## src/rtl/riscv_str_ops_arb_if.sv

```systemverilog
// Bus bundle for the two-requester string-op arbiter: requester ports plus the
// string-op unit side. slave = arbiter, master = requesters/unit environment.
interface riscv_str_ops_arb_if #(
  parameter int STR_OP_WIDTH = 2
);
  logic                    req0_valid_i, req1_valid_i;
  logic [STR_OP_WIDTH-1:0] req0_op_i, req1_op_i;
  logic [31:0]             req0_operand_i, req1_operand_i;
  logic                    req0_gnt_o, req1_gnt_o;
  logic                    req0_rvalid_o, req1_rvalid_o;
  logic [31:0]             req0_rdata_o, req1_rdata_o;
  logic                    req0_err_o, req1_err_o;
  logic                    req0_rready_i, req1_rready_i;
  logic                    unit_enable_o;
  logic [STR_OP_WIDTH-1:0] unit_operator_o;
  logic [31:0]             unit_operand_o;
  logic [31:0]             unit_result_i;
  logic                    unit_ready_i;
  logic                    unit_ex_ready_o;
  logic                    busy_o;

  modport slave (
    input  req0_valid_i, req1_valid_i, req0_op_i, req1_op_i,
           req0_operand_i, req1_operand_i, req0_rready_i, req1_rready_i,
           unit_result_i, unit_ready_i,
    output req0_gnt_o, req1_gnt_o, req0_rvalid_o, req1_rvalid_o,
           req0_rdata_o, req1_rdata_o, req0_err_o, req1_err_o,
           unit_enable_o, unit_operator_o, unit_operand_o, unit_ex_ready_o, busy_o
  );

  modport master (
    output req0_valid_i, req1_valid_i, req0_op_i, req1_op_i,
           req0_operand_i, req1_operand_i, req0_rready_i, req1_rready_i,
           unit_result_i, unit_ready_i,
    input  req0_gnt_o, req1_gnt_o, req0_rvalid_o, req1_rvalid_o,
           req0_rdata_o, req1_rdata_o, req0_err_o, req1_err_o,
           unit_enable_o, unit_operator_o, unit_operand_o, unit_ex_ready_o, busy_o
  );
endinterface

```

## src/rtl/riscv_str_ops_arb.sv

```systemverilog
// Round-robin arbiter sharing one string-op unit between two requesters,
// with a bounded wait on the unit and a held response until accepted.
module riscv_str_ops_arb #(
  parameter int STR_OP_WIDTH   = 2,
  parameter int TIMEOUT_CYCLES = 16
) (
  input  logic               clk,
  input  logic               rst,
  riscv_str_ops_arb_if.slave bus
);
  localparam logic [1:0] S_IDLE  = 2'd0;
  localparam logic [1:0] S_ISSUE = 2'd1;
  localparam logic [1:0] S_WAIT  = 2'd2;
  localparam logic [1:0] S_RESP  = 2'd3;
  localparam logic [7:0] TO_CNT  = 8'(TIMEOUT_CYCLES);

  logic [1:0]              state_q, state_d;
  logic [7:0]              cnt_q, cnt_d;
  logic                    last_q, last_d;
  logic                    owner_q, owner_d;
  logic [STR_OP_WIDTH-1:0] op_q, op_d;
  logic [31:0]             operand_q, operand_d;
  logic [31:0]             res_q, res_d;
  logic                    err_q, err_d;

  logic [1:0] req_v, gnt, rvalid;
  logic       win, unit_act, owner_rready;

  assign req_v        = {bus.req1_valid_i, bus.req0_valid_i};
  // On a tie the requester not granted last wins; otherwise the sole valid one.
  assign win          = (&req_v) ? ~last_q : req_v[1];
  assign unit_act     = (state_q == S_ISSUE) || (state_q == S_WAIT);
  assign owner_rready = owner_q ? bus.req1_rready_i : bus.req0_rready_i;

  always_comb begin
    state_d   = state_q;
    cnt_d     = cnt_q;
    last_d    = last_q;
    owner_d   = owner_q;
    op_d      = op_q;
    operand_d = operand_q;
    res_d     = res_q;
    err_d     = err_q;
    gnt       = 2'b00;
    case (state_q)
      S_IDLE: begin
        if (|req_v && !rst) begin
          gnt[win]  = 1'b1;
          last_d    = win;
          owner_d   = win;
          op_d      = win ? bus.req1_op_i : bus.req0_op_i;
          operand_d = win ? bus.req1_operand_i : bus.req0_operand_i;
          state_d   = S_ISSUE;
        end
      end
      S_ISSUE: begin
        cnt_d = '0;
        if (bus.unit_ready_i) begin
          res_d   = bus.unit_result_i;
          err_d   = 1'b0;
          state_d = S_RESP;
        end else begin
          state_d = S_WAIT;
        end
      end
      S_WAIT: begin
        // Ready is checked first so a result landing on the timeout cycle is kept.
        if (bus.unit_ready_i) begin
          res_d   = bus.unit_result_i;
          err_d   = 1'b0;
          cnt_d   = '0;
          state_d = S_RESP;
        end else if (cnt_q + 8'd1 == TO_CNT) begin
          res_d   = '0;
          err_d   = 1'b1;
          cnt_d   = '0;
          state_d = S_RESP;
        end else begin
          cnt_d = cnt_q + 8'd1;
        end
      end
      default: begin
        if (owner_rready) state_d = S_IDLE;
      end
    endcase
  end

  always_ff @(posedge clk) begin
    if (rst) begin
      state_q   <= S_IDLE;
      cnt_q     <= '0;
      last_q    <= 1'b1;
      owner_q   <= 1'b0;
      op_q      <= '0;
      operand_q <= '0;
      res_q     <= '0;
      err_q     <= 1'b0;
    end else begin
      state_q   <= state_d;
      cnt_q     <= cnt_d;
      last_q    <= last_d;
      owner_q   <= owner_d;
      op_q      <= op_d;
      operand_q <= operand_d;
      res_q     <= res_d;
      err_q     <= err_d;
    end
  end

  assign rvalid = (state_q == S_RESP) ? (owner_q ? 2'b10 : 2'b01) : 2'b00;

  assign bus.req0_gnt_o      = gnt[0];
  assign bus.req1_gnt_o      = gnt[1];
  assign bus.req0_rvalid_o   = rvalid[0];
  assign bus.req1_rvalid_o   = rvalid[1];
  assign bus.req0_rdata_o    = rvalid[0] ? res_q : 32'd0;
  assign bus.req1_rdata_o    = rvalid[1] ? res_q : 32'd0;
  assign bus.req0_err_o      = rvalid[0] & err_q;
  assign bus.req1_err_o      = rvalid[1] & err_q;
  assign bus.unit_enable_o   = unit_act;
  assign bus.unit_operator_o = unit_act ? op_q : '0;
  assign bus.unit_operand_o  = unit_act ? operand_q : 32'd0;
  assign bus.unit_ex_ready_o = unit_act & bus.unit_ready_i;
  assign bus.busy_o          = (state_q != S_IDLE);
endmodule

```

## src/flat_wrapper.sv

```systemverilog
// flat-port wrapper written by rule: the top's interface ports become plain ports
module riscv_str_ops_arb_flat 
#(
  parameter int STR_OP_WIDTH   = 2,
  parameter int TIMEOUT_CYCLES = 16
)
  (clk, rst, bus_req0_valid_i, bus_req1_valid_i, bus_req0_op_i, bus_req1_op_i, bus_req0_operand_i, bus_req1_operand_i, bus_req0_rready_i, bus_req1_rready_i, bus_unit_result_i, bus_unit_ready_i, bus_req0_gnt_o, bus_req1_gnt_o, bus_req0_rvalid_o, bus_req1_rvalid_o, bus_req0_rdata_o, bus_req1_rdata_o, bus_req0_err_o, bus_req1_err_o, bus_unit_enable_o, bus_unit_operator_o, bus_unit_operand_o, bus_unit_ex_ready_o, bus_busy_o);
  riscv_str_ops_arb_if #(.STR_OP_WIDTH(STR_OP_WIDTH)) bus_i ();
  input  logic clk;
  input  logic rst;
  input wire logic [$bits(bus_i.req0_valid_i)-1:0] bus_req0_valid_i;
  input wire logic [$bits(bus_i.req1_valid_i)-1:0] bus_req1_valid_i;
  input wire logic [$bits(bus_i.req0_op_i)-1:0] bus_req0_op_i;
  input wire logic [$bits(bus_i.req1_op_i)-1:0] bus_req1_op_i;
  input wire logic [$bits(bus_i.req0_operand_i)-1:0] bus_req0_operand_i;
  input wire logic [$bits(bus_i.req1_operand_i)-1:0] bus_req1_operand_i;
  input wire logic [$bits(bus_i.req0_rready_i)-1:0] bus_req0_rready_i;
  input wire logic [$bits(bus_i.req1_rready_i)-1:0] bus_req1_rready_i;
  input wire logic [$bits(bus_i.unit_result_i)-1:0] bus_unit_result_i;
  input wire logic [$bits(bus_i.unit_ready_i)-1:0] bus_unit_ready_i;
  output wire logic [$bits(bus_i.req0_gnt_o)-1:0] bus_req0_gnt_o;
  output wire logic [$bits(bus_i.req1_gnt_o)-1:0] bus_req1_gnt_o;
  output wire logic [$bits(bus_i.req0_rvalid_o)-1:0] bus_req0_rvalid_o;
  output wire logic [$bits(bus_i.req1_rvalid_o)-1:0] bus_req1_rvalid_o;
  output wire logic [$bits(bus_i.req0_rdata_o)-1:0] bus_req0_rdata_o;
  output wire logic [$bits(bus_i.req1_rdata_o)-1:0] bus_req1_rdata_o;
  output wire logic [$bits(bus_i.req0_err_o)-1:0] bus_req0_err_o;
  output wire logic [$bits(bus_i.req1_err_o)-1:0] bus_req1_err_o;
  output wire logic [$bits(bus_i.unit_enable_o)-1:0] bus_unit_enable_o;
  output wire logic [$bits(bus_i.unit_operator_o)-1:0] bus_unit_operator_o;
  output wire logic [$bits(bus_i.unit_operand_o)-1:0] bus_unit_operand_o;
  output wire logic [$bits(bus_i.unit_ex_ready_o)-1:0] bus_unit_ex_ready_o;
  output wire logic [$bits(bus_i.busy_o)-1:0] bus_busy_o;
  assign bus_i.req0_valid_i = bus_req0_valid_i;
  assign bus_i.req1_valid_i = bus_req1_valid_i;
  assign bus_i.req0_op_i = bus_req0_op_i;
  assign bus_i.req1_op_i = bus_req1_op_i;
  assign bus_i.req0_operand_i = bus_req0_operand_i;
  assign bus_i.req1_operand_i = bus_req1_operand_i;
  assign bus_i.req0_rready_i = bus_req0_rready_i;
  assign bus_i.req1_rready_i = bus_req1_rready_i;
  assign bus_i.unit_result_i = bus_unit_result_i;
  assign bus_i.unit_ready_i = bus_unit_ready_i;
  assign bus_req0_gnt_o = bus_i.req0_gnt_o;
  assign bus_req1_gnt_o = bus_i.req1_gnt_o;
  assign bus_req0_rvalid_o = bus_i.req0_rvalid_o;
  assign bus_req1_rvalid_o = bus_i.req1_rvalid_o;
  assign bus_req0_rdata_o = bus_i.req0_rdata_o;
  assign bus_req1_rdata_o = bus_i.req1_rdata_o;
  assign bus_req0_err_o = bus_i.req0_err_o;
  assign bus_req1_err_o = bus_i.req1_err_o;
  assign bus_unit_enable_o = bus_i.unit_enable_o;
  assign bus_unit_operator_o = bus_i.unit_operator_o;
  assign bus_unit_operand_o = bus_i.unit_operand_o;
  assign bus_unit_ex_ready_o = bus_i.unit_ex_ready_o;
  assign bus_busy_o = bus_i.busy_o;
  riscv_str_ops_arb #(.STR_OP_WIDTH(STR_OP_WIDTH), .TIMEOUT_CYCLES(TIMEOUT_CYCLES)) u_core (.clk(clk), .rst(rst), .bus(bus_i));
endmodule
```

## config.mk

```make
export PLATFORM = sky130hd
export DESIGN_NAME = riscv_str_ops_arb_flat
export DESIGN_NICKNAME = d
export VERILOG_FILES = /design/src/rtl/riscv_str_ops_arb_if.sv /design/src/rtl/riscv_str_ops_arb.sv /design/src/flat_wrapper.sv
export SDC_FILE = /design/constraint.sdc
export NUM_CORES = 1
export LEC_CHECK = 0
export BUFFER_PORTS_ARGS = -buffer_cell sky130_fd_sc_hd__buf_2
export CAP_MARGIN = 20
export CORE_UTILIZATION = 30
export CTS_CLUSTER_SIZE = 25
export DETAILED_ROUTE_END_ITERATION = 6
export GPL_TIMING_DRIVEN = 0
export SETUP_SLACK_MARGIN = 0.5
export SLEW_MARGIN = 20
export SYNTH_ARGS = -nofsm -noshare
export SYNTH_HDL_FRONTEND = slang
export SYNTH_SLANG_ARGS = --single-unit
```

## constraint.sdc

```tcl
create_clock -name clk -period 3.65 [get_ports clk]
set_input_delay 0.365 -clock clk [delete_from_list [all_inputs] [get_ports clk]]
set_output_delay 0.365 -clock clk [all_outputs]
set_load 0.1 [all_outputs]
```

==> summary.txt, run 1 <==
Layout
  – ANT cells: 0
  – Synth-to-layout area growth: 42.24%
  – Share of cells above drive strength 1: 34.05%
  – Final net count: just over 800

Floorplanning
  – Die ar.: about 13000 sq um
  – Die Span Y: roughly 110 um
  – Initial Util: a little under a third
  – Core area: roughly 12000 sq um
  – Cell Rows: 40
  – I/O pins: 214
  – Horiz. Die Dim: roughly 110 um

Yosys
  – Largest area contributor in the synthesized netlist: dfxtp_1
  – Yosys warns: 0
  – Avg Inst Size Synth: approximately 8 sq um
  – Syn nets: between 500 and 600
  – Yosys cell types: 36
  – FFs w/ async S/R, synth: 0%
  – Yosys top cell area share: between 40% and 50%
  – Syn Std Cell Area: ~3800 sq um
  – Top-count cell post-synth: dfxtp_1
  – Commonest cells in the netlist: dfxtp_1 (79), and2_1 (69), nor2_1 (47)
  – FF+latch count, synth: 79
  – Largest cells by area after synthesis: dfxtp_1 (42%), and2_1 (11%), a222oi_1 (9.0%)
  – Cells after synthesis: 471
  – Main flop type after synthesis: dfxtp_1
  – Sequential area share after synthesis: a little over two fifths
  – Number of synthesized flops with an enable pin: 0

Detailed routing
  – WL final: around 13 mm
  – Vias: 4332
  – Initial DRC count: 348
  – Drt first pass iters: 7
  – WL per Instance: around 15 um
  – Antenna viol nets, final: 0
  – DR DRC count: 3
  – Vias per inst: ~5.0

Global route
  – Largest net degree at the start of global routing: 15
  – Total GRT Usage: 19.25%
  – First-pass GRT wire length: approximately 20 mm
  – Global route overflow: 0
  – Vias in the first global route: around 4000
  – Initial antenna violation count: 0

Clock network
  – Post-CTS Setup Repair Bufs: 0
  – Clk root buf: clkbuf_16
  – Hold buffers post-CTS: 0
  – Htree depth: 3
  – Clk_lat worst skew: approximately 0.33 ns
  – CTS sink cnt: 79
  – Longest Clk Path Bufs: 2
  – Register clock-pin slew on the reported worst setup and hold paths: 0.06 ns
  – CTS tree: built
  – Cts bufs inserted: 9

Timing
  – Final Hold Viols: 0
  – Fmax: 347.6 MHz
  – # setup viols final: 0
  – Final worst slack: between 0.7 and 0.8 ns
  – Period utilization: ~79%
  – Worst slew pin tran: just under 0.9 ns
  – Final setup TNS: 0 ns
  – Setup Skew: roughly 0.0063 ns
  – Max Slew Vio Count: 0
  – Relative slew slack: around two fifths
  – RSZ-0062 raised after global routing: false
  – Post-route minimum period: 2.877 ns

Worst setup path
  – WS Path Type: flip-flop to primary output
  – Cells along the critical path: inv_1 > ha_1 > inv_1 > nor2_1 > nand2_1 > a21oi_2 > clkbuf_2 > clkbuf_4
  – WP data required: between 3 and 4 ns
  – Setup crit end kind: primary output
  – CP max stage cell: clkbuf_4
  – Max incr delay on CP: slightly below 0.4 ns
  – CP Max Fanout: 10
  – Worst EP arrival: roughly 2.5 ns
  – Most common cell on crit path: inv_1
  – Startpoint types: flip-flop

Status
  – Status: finished, violations left
  – Failing checks: DRC

Placed design
  – Port-buffer cells: between 200 and 250
  – Gp weighted congestion: between 0.8 and 0.9
  – Post-place setup slack: about 0.8 ns
  – Detail Placement HPWL: between 9 and 10 mm

Pwr
  – Peak VDD IR: ~0.00049 V
  – Power per cell area: 621.6 nW/um^2
  – Tot Pwr: between 3 and 4 mW
  – Leakage: between 2 and 3 nW

Run
  – Max-Cap Viols: 0

Worst hold path
  – Worst Hold Class: primary input to flip-flop
==> metrics by stage <==
stage	cell area (sq um)	hold WS (ns)	cells	util [%]
after global placement	5069	0.4367	851	41.68
after global routing	5398	0.2631	867	44.38
final	5398	0.2644	867	44.38
after detailed placement	5069	0.4422	851	41.68
after CTS	5391	0.2569	867	44.33
after floorplan	3797	0.4250	471	-
==> layout by cell type, fill, tap and decap left out, drive strengths merged, types with 2 or more instances in the layout <==
| master | count |
|---|---|
| clkbuf | 52 |
| and3 | 33 |
| dfxtp | 79 |
| nor3 | 3 |
| o21ai | 38 |
| ha | 5 |
| clkinvlp | 2 |
| buf | 212 |
| nand3 | 4 |
| a21oi | 44 |
| xnor2 | 2 |
| inv | 8 |
| nand4 | 2 |
| o21a | 3 |
| nor2 | 47 |
| a222oi | 34 |
| nor2b | 4 |
| nand2 | 42 |
| and2 | 70 |
==> area by class of cell <==
cell class / count / area [sq um]
fill: 1281 / 6764
multi-input combinational: 345 / 2036
sequential: 79 / 1582
timing repair buffer: 212 / 1066
clock buffer: 11 / 252.7
tap: 168 / 210.2
buffer: 41 / 166.4
clock inverter: 5 / 62.56
inverter: 6 / 22.52
==> critical path, delay by kind of cell (launching register included) <==
family	cells	cell delay [ns]
AND/OR/NAND/NOR	2	0.28
adder cells (fa/ha/maj)	1	0.27
AO/OA/AOI/OAI	1	0.37
flip-flops	1	0.34
buffers and inverters	4	0.91
==> flip-flops by register name, summed over array words and instances, names as in the netlist <==
register / flops
u_core.operand_q: 32
u_core.res_q: 32
u_core.cnt_q: 8
u_core.op_q: 2
u_core.state_q: 2
u_core.err_q: 1
u_core.last_q: 1
u_core.owner_q: 1
==> metal layers <==
layer	wire, um	track usage [%]
met2	5976	33.41
met3	1175	4.923
met5	0	0
met4	124	5.455
met1	5458	23.47
==> cells by family (layout without fill, tap and decap cells) <==
group / Yosys count / count (layout) / share of synthesized area (%)
simple gates: 211 / 211 / 28.92
compound gates: 125 / 125 / 21.93
flops: 79 / 79 / 41.67
buf+inv: 47 / 275 / 4.879
fa+ha+maj: 5 / 5 / 1.649
xor+xnor: 3 / 3 / 0.6925
mux: 1 / 1 / 0.2638
==> repair_timing <==
action,in CTS,in global routing
gates resized for setup,2,4
setup endpoints to repair,2,6
gates cloned,0,0
==> power breakdown <==
group	switching (mW)	internal [mW]	leakage, nW
clock	0.359	0.572	0.149
combinational	1.00	0.327	1.85
sequential	0.0874	1.01	0.644
total	1.45	1.91	2.65
==> final timing paths <==
| path | from | end | slack, ns | depth (start not counted) |
|---|---|---|---|---|
| setup / recovery | u_core.state_q[0] | bus_req1_gnt_o | 0.77 | 8 |
| hold / removal | bus_req0_operand_i[23] | u_core.operand_q[23] | 0.26 | 3 |
| setup reg to reg | u_core.state_q[0] | u_core.state_q[0] | 1.36 | 8 |
| hold reg to reg | u_core.operand_q[23] | u_core.operand_q[23] | 0.45 | 2 |
Note: power is estimated with default switching activity, not from simulation.
==> inputs of run 2 (changes only) <==
==> constraint.sdc (replaced) <==
create_clock -name clk -period 2.8 [get_ports clk]
set_input_delay 0.28 -clock clk [delete_from_list [all_inputs] [get_ports clk]]
set_output_delay 0.28 -clock clk [all_outputs]
set_load 0.1 [all_outputs]
==> run 2 against run 1 <==
  * The flow now finishes without violations
  * Critical path depth shrank 3
  * Clock power grew 45%
  * Non-clock buffer count grew 2
  * First-iteration DRC count grew 18%
  * Final area grew 10%
  * Utilization grew 4.6 points
  * Sequential share of layout area shrank 2.7 points
  * Critical path type unchanged
  * Critical endpoint is now bus_req0_rdata_o[9]
  * Largest power group unchanged
  * Highest routed layer unchanged
==> summary.txt, run 2 (same netlist as run 1, synthesis figures left out) <==
Layout
  – Most common cell after layout, fill and taps aside: buf_2
  – Post-route insts no fill: 869 (+0.23%)
  – Synth-to-layout area growth: 56.97%
  – Largest regs: u_core.operand_q (32), u_core.res_q (32), u_core.cnt_q (8)
  – Final net count: 808 (+0.25%)
  – Share of cells above drive strength 1: 42.65% (+8.6 points)
  – Most frequent cells in the layout: buf_2 (135), dfxtp_1 (78), nor2_1 (46)
  – Reg area: 1583 sq um (about the same)
  – Area of the multi-input gates: 2142 sq um (+5.2%)
  – Filler cells: 1199 (-6.4%)
  – ANT cells: 0 (unchanged)

Detailed routing
  – Initial DRC count: 410 (+18%)
  – Antenna viol nets, final: 0 (unchanged)
  – Vias: 4360 (+0.65%)
  – WL per Instance: 15.19 um (+3.4%)
  – Drt first pass iters: 5 (-2)
  – Vias per inst: 5.017 (+0.41%)
  – DR DRC count: 0 (-3)
  – WL final: 13.20 mm (+3.7%)

Worst setup path
  – CP max stage cell: dfxtp_2
  – Setup crit end kind: primary output
  – Cells along the critical path: ha_2 > nor2b_4 > clkbuf_2 > and2_1 > buf_4
  – Max incr delay on CP: 0.36 ns (-0.03 ns)
  – Worst EP arrival: 1.91 ns (-0.60 ns)
  – Startpoint types: flip-flop
  – WP data required: 2.52 ns (-0.76 ns)
  – CP Max Fanout: 10 (unchanged)
  – WP buf/inv: 2 (-2)
  – WS Path Type: flip-flop to primary output
  – Worst path top cell family by delay: buffers and inverters

Clock network
  – Htree depth: 3 (unchanged)
  – CTS sink cnt: 79 (unchanged)
  – CTS tree: built
  – Register clock-pin slew on the reported worst setup and hold paths: 0.07 ns (about the same)
  – Cts bufs inserted: 9 (unchanged)
  – Longest Clk Path Bufs: 2 (unchanged)
  – Clk_lat worst skew: 0.33 ns (about the same)
  – Hold buffers post-CTS: 0 (unchanged)
  – Clk root buf: clkbuf_16

Timing
  – Hold Slack: 0.1717 ns (-0.09269 ns)
  – Fmax: 456.2 MHz
  – Final worst slack: 0.6080 ns (-0.1651 ns)
  – Worst slew pin tran: 0.6277 ns (-0.2626 ns)
  – Relative slew slack: 57.87% (+18 points)
  – # setup viols final: 0 (unchanged)
  – Period utilization: 78.29%
  – RSZ-0062 raised after global routing: true
  – Max Slew Vio Count: 0 (unchanged)
  – Final Hold Viols: 0 (unchanged)
  – Final setup TNS: 0 ns (unchanged)
  – Setup Skew: 0.01058 ns (+0.004240 ns)
  – Post-route minimum period: 2.192 ns

Global route
  – First-pass GRT wire length: 20.52 mm (+2.5%)
  – Largest net degree at the start of global routing: 15 (unchanged)
  – Total GRT Usage: 20.06% (+0.81 points)
  – Global route overflow: 0 (unchanged)
  – Vias in the first global route: 4157 (+3.0%)
  – Initial antenna violation count: 0 (unchanged)

Floorplanning
  – Die ar.: 13100 sq um (unchanged)
  – Initial Util: 31.20% (unchanged)
  – I/O pins: 214 (unchanged)
  – Die Span Y: 114.5 um (unchanged)
  – Core area: 12160 sq um (unchanged)
  – Horiz. Die Dim: 114.5 um (unchanged)
  – Cell Rows: 40 (unchanged)

Placed design
  – Port-buffer cells: 212 (unchanged)
  – Gp weighted congestion: 0.8382 (+1.2%)
  – Post-place setup slack: 0.2048 ns (-0.5933 ns)
  – Detail Placement HPWL: 10.10 mm (+1.8%)
  – Dpl cells: 851 (unchanged)

Worst hold path
  – Worst Hold Class: primary input to flip-flop

Status
  – Status: complete, no violations

Run
  – Max-Cap Viols: 0 (unchanged)

Pwr
  – Power per cell area: 789.2 nW/um^2 (+27%)
  – Peak VDD IR: 0.0007271 V (+48%)
  – Leakage: 2.761 nW (+4.3%)
==> run 2: metal layers <==
metal / vias up / GRT usage (%) / part of all wire (%)
li1: 2125 / - / -
met1: 1996 / 23.31 / 42
met2: 231 / 35.11 / 48
met3: 8 / 6.829 / 9.3
met4: 0 / 5.281 / 0.69
met5: - / 0 / 0
==> run 2: power breakdown <==
group / total, mW / internal (mW) / switching [mW]
combinational: 1.91 / 0.564 / 1.35
clock: 1.35 / 0.878 / 0.477
sequential: 1.43 / 1.31 / 0.120
total: 4.70 / 2.76 / 1.95
==> run 2: what timing repair did <==
| action | in CTS | in global routing |
|---|---|---|
| buffers inserted | 2 | 0 |
| gates resized for setup | 93 | 58 |
| endpoints found under the setup margin | 78 | 127 |
| pin swaps | 0 | 1 |
==> run 2: worst paths after layout <==
kind | from | end | slack, ns | depth (start not counted)
min reg2reg | u_core.operand_q[23] | u_core.operand_q[23] | 0.46 | 2
min | bus_req1_operand_i[23] | u_core.operand_q[23] | 0.17 | 3
max reg2reg | u_core.cnt_q[0] | u_core.state_q[0] | 0.69 | 7
max | u_core.state_q[0] | bus_req0_rdata_o[9] | 0.61 | 5
==> run 2: metrics by stage <==
step / cell area (sq um) / util (%) / power [mW]
2_1_floorplan: 3885 / - / 2.765
3_3_place_gp: 5156 / 42.40 / 3.174
3_5_place_dp: 5156 / 42.40 / 3.211
4_1_cts: 5782 / 47.54 / 4.675
5_1_grt: 5957 / 48.98 / 4.964
6_report: 5957 / 48.98 / 4.701
==> run 2: final cells by class <==
| class | instances | share of cell area (%) |
|---|---|---|
| Clock buffer | 10 | 3.844 |
| Buffer | 41 | 3.382 |
| Timing Repair Buffer | 214 | 24.34 |
| Tap cell | 168 | 3.529 |
| Sequential cell | 79 | 26.57 |
| Multi-Input combinational cell | 345 | 35.96 |
| Clock inverter | 6 | 1.932 |
| Inverter | 6 | 0.4411 |
==> run 2: tightest hold or removal path, cell delays in order <==
cell and delay (ns):
buf_2 0.08, a222oi_1 0.07, inv_1 0.05
==> inputs of run 3 (changes only) <==
==> constraint.sdc (replaced) <==
create_clock -name clk -period 1.9 [get_ports clk]
set_input_delay 0.19 -clock clk [delete_from_list [all_inputs] [get_ports clk]]
set_output_delay 0.19 -clock clk [all_outputs]
set_load 0.1 [all_outputs]
==> run 3 against run 2 <==
  * The run now ends with DRC, setup timing left
  * Clock skew decreased by 0.0042 ns
  * Wire length up 36%
  * Clock power is 21% higher
  * Sequential power is 55% higher
  * Power up 82%
  * Critical path type is now flip-flop to flip-flop
  * Global-route usage increased by 4.5 points
==> summary.txt, run 3 (same netlist as run 1, synthesis figures left out) <==
Floorplanning
  – Horiz. Die Dim: 114.5 um (unchanged)
  – Die Span Y: 114.5 um (unchanged)
  – Cell Rows: 40 (unchanged)
  – Initial Util: 31.20% (unchanged)
  – Core area: 12160 sq um (unchanged)
  – I/O pins: 214 (unchanged)
  – Die ar.: 13100 sq um (unchanged)

Worst setup path
  – Reg2reg setup slack: -0.06 ns (-0.75 ns)
  – Cells along the critical path: and2_4 > or3b_1 > a21oi_2 > a41oi_2 > buf_4 > clkbuf_8 > o21ai_2 > a21oi_2
  – Worst EP arrival: 2.16 ns (+0.25 ns)
  – FF-to-FF End: u_core.res_q[14]
  – CP Max Fanout: 5 (-5)
  – WP buf/inv: 2 (unchanged)
  – Max incr delay on CP: 0.39 ns (+0.03 ns)
  – WS Path Type: flip-flop to flip-flop
  – WP data required: 2.10 ns (-0.42 ns)
  – Worst path top cell family by delay: compound AO/OA/AOI/OAI gates
  – Setup crit end kind: flip-flop
  – Startpoint types: flip-flop
  – Reg2Reg Depth: 8 (+1)
  – CP max stage cell: or3b_1
  – Most common cell on crit path: a21oi_2
  – Worst r2r src: u_core.cnt_q[1]

Global route
  – Global route overflow: 0 (unchanged)
  – Vias in the first global route: 4708 (+13%)
  – GR Util met2: 45.29% (+10 points)
  – First-pass GRT wire length: 24.65 mm (+20%)
  – GR Layer Usage met1: 26.94% (+3.6 points)
  – Initial antenna violation count: 0 (unchanged)
  – Total GRT Usage: 24.58% (+4.5 points)
  – Largest net degree at the start of global routing: 13 (-2)
  – Met3 Track Usage GR: 7.570% (+0.74 points)
  – GR peak layer: met2

Layout
  – Most frequent cells in the layout: buf_12 (107), buf_2 (105), dfxtp_1 (74)
  – Largest regs: u_core.operand_q (32), u_core.res_q (32), u_core.cnt_q (8)
  – Share of cells above drive strength 1: 66.26% (+24 points)
  – ANT cells: 0 (unchanged)
  – Most common cell after layout, fill and taps aside: buf_12
  – Final net count: 853 (+5.6%)
  – Synth-to-layout area growth: 128.7%

Placed design
  – Detail Placement HPWL: 10.08 mm (-0.21%)
  – Gp weighted congestion: 0.8510 (+1.5%)
  – Post-place setup slack: -0.1605 ns (-0.3653 ns)
  – Port-buffer cells: 212 (unchanged)

Clock network
  – Register clock-pin slew on the reported worst setup and hold paths: 0.06 ns (about the same)
  – Clk_lat worst skew: 0.33 ns (about the same)
  – Htree depth: 3 (unchanged)
  – Longest Clk Path Bufs: 2 (unchanged)
  – Cts bufs inserted: 9 (unchanged)
  – Clk root buf: clkbuf_16
  – CTS sink cnt: 79 (unchanged)
  – CTS tree: built

Timing
  – Worst slew pin tran: 0.5876 ns (-0.04010 ns)
  – Period utilization: 103.3%
  – Max Slew Vio Count: 0 (unchanged)
  – Final Hold Viols: 0 (unchanged)
  – Setup Skew: 0.006360 ns (-0.004224 ns)
  – # setup viols final: 18 (+18)
  – Post-route minimum period: between 1.5 and 2 ns
  – Final setup TNS: -0.3774 ns (-0.3774 ns)
  – Final worst slack: -0.06288 ns (-0.6708 ns)
  – Fmax: between 500 and 600 MHz
  – Hold Slack: 0.1013 ns (-0.07041 ns)
  – Relative slew slack: 60.82% (+3.0 points)
  – RSZ-0062 raised after global routing: true

Pwr
  – P_sw: 3.537 mW (+82%)
  – Combinational fraction of design power: 55.1% (+14 points)
  – Power per cell area: 987.8 nW/um^2 (+25%)
  – Int Power: 5.036 mW (+83%)
  – Clk pwr share: 19.0% (-9.8 points)
  – Peak VDD IR: 0.001188 V (+63%)
  – Leakage: 3.473 nW (+26%)
  – Net Sw Frac: 41.26% (-0.12 points)
  – Sequential fraction of design power: 25.9% (-4.6 points)

Status
  – Status: finished, violations left
  – Failing checks: DRC, setup timing

Detailed routing
  – DR DRC count: 5 (+5)
  – Antenna viol nets, final: 0 (unchanged)
  – Initial DRC count: 527 (+29%)
  – Vias per inst: 5.359 (+6.8%)
  – WL per Instance: 19.66 um (+29%)
  – Drt first pass iters: 7 (+2)
  – Vias: 4887 (+12%)
  – WL final: 17.93 mm (+36%)

Run
  – Max-Cap Viols: 0 (unchanged)

Worst hold path
  – Worst Hold Class: primary input to flip-flop
  – WHS Path Cells: 3 (unchanged)
  – Endpoint, Worst Hold: u_core.res_q[20]
  – Min-delay src: bus_unit_result_i[20]
==> run 3: cell count changes in the layout (fill, tap and decap cells not counted), sizes merged <==
cell / change
inv: -2
clkinv: +1
bufinv: -3
buf: +62
clkbuf: -15
==> run 3: layer usage <==
layer  vias up  part of all wire [%]
met5         -                     0
met4         0                   1.2
met3        22                   7.9
met2       262                    53
met1      2379                    38
li1       2224                     -
==> run 3: worst max-delay path by stage <==
stage / slack [ns] / startpoint / end / depth (start not counted)
after floorplan: -0.19 / u_core.state_q[1] / u_core.operand_q[28] / 9
after global placement: -0.14 / u_core.state_q[1] / bus_req1_gnt_o / 8
after detailed placement: -0.16 / u_core.state_q[1] / bus_req1_gnt_o / 8
after CTS: -0.03 / u_core.state_q[0] / bus_req1_gnt_o / 8
after global routing: -0.14 / u_core.cnt_q[1] / u_core.res_q[14] / 8
final: -0.06 / u_core.cnt_q[1] / u_core.res_q[14] / 8
==> run 3: worst min-delay path, stage by stage <==
cell and delay [ns]:
buf_2 0.09, nand2_1 0.04, a21oi_1 0.06
==> run 3: power groups by stage <==
stage	registers, mW	logic (mW)	clock network, mW
6_report	2.22	4.73	1.63
4_1_cts	2.18	4.10	1.67
5_1_grt	2.24	4.92	1.74
3_5_place_dp	2.17	2.99	0
3_3_place_gp	2.16	2.96	0
2_1_floorplan	2.11	2.39	0
==> run 3: cell type report <==
| type | count | area (sq um) |
|---|---|---|
| clock inverters | 2 | 16.27 |
| clock buffers | 12 | 266.5 |
| plain buffers | 41 | 483.0 |
| inverters | 6 | 31.28 |
| flip-flops and latches | 79 | 1598 |
| repair buffers | 259 | 3302 |
| well taps | 168 | 210.2 |
| multi-input cells | 345 | 2773 |
| fillers | 797 | 3482 |
==> run 3: repair_timing <==
action | 4_1_cts | 5_1_grt
setup buffers | 22 | 11
pin swaps | 52 | 33
cloned | 7 | 7
endpoints found under the setup margin | 182 | 186
hold buffers | 0 | 0
gates resized for setup | 533 | 64
==> run 3: per-stage QoR <==
stage	power (mW)	cells	area [sq um]	util [%]
final	8.574	912	8680	71.37
after global routing	8.901	912	8680	71.37
after CTS	7.952	894	8212	67.52
after detailed placement	5.167	851	5634	46.33
after global placement	5.125	851	5634	46.33
after floorplan	4.499	471	4363	-
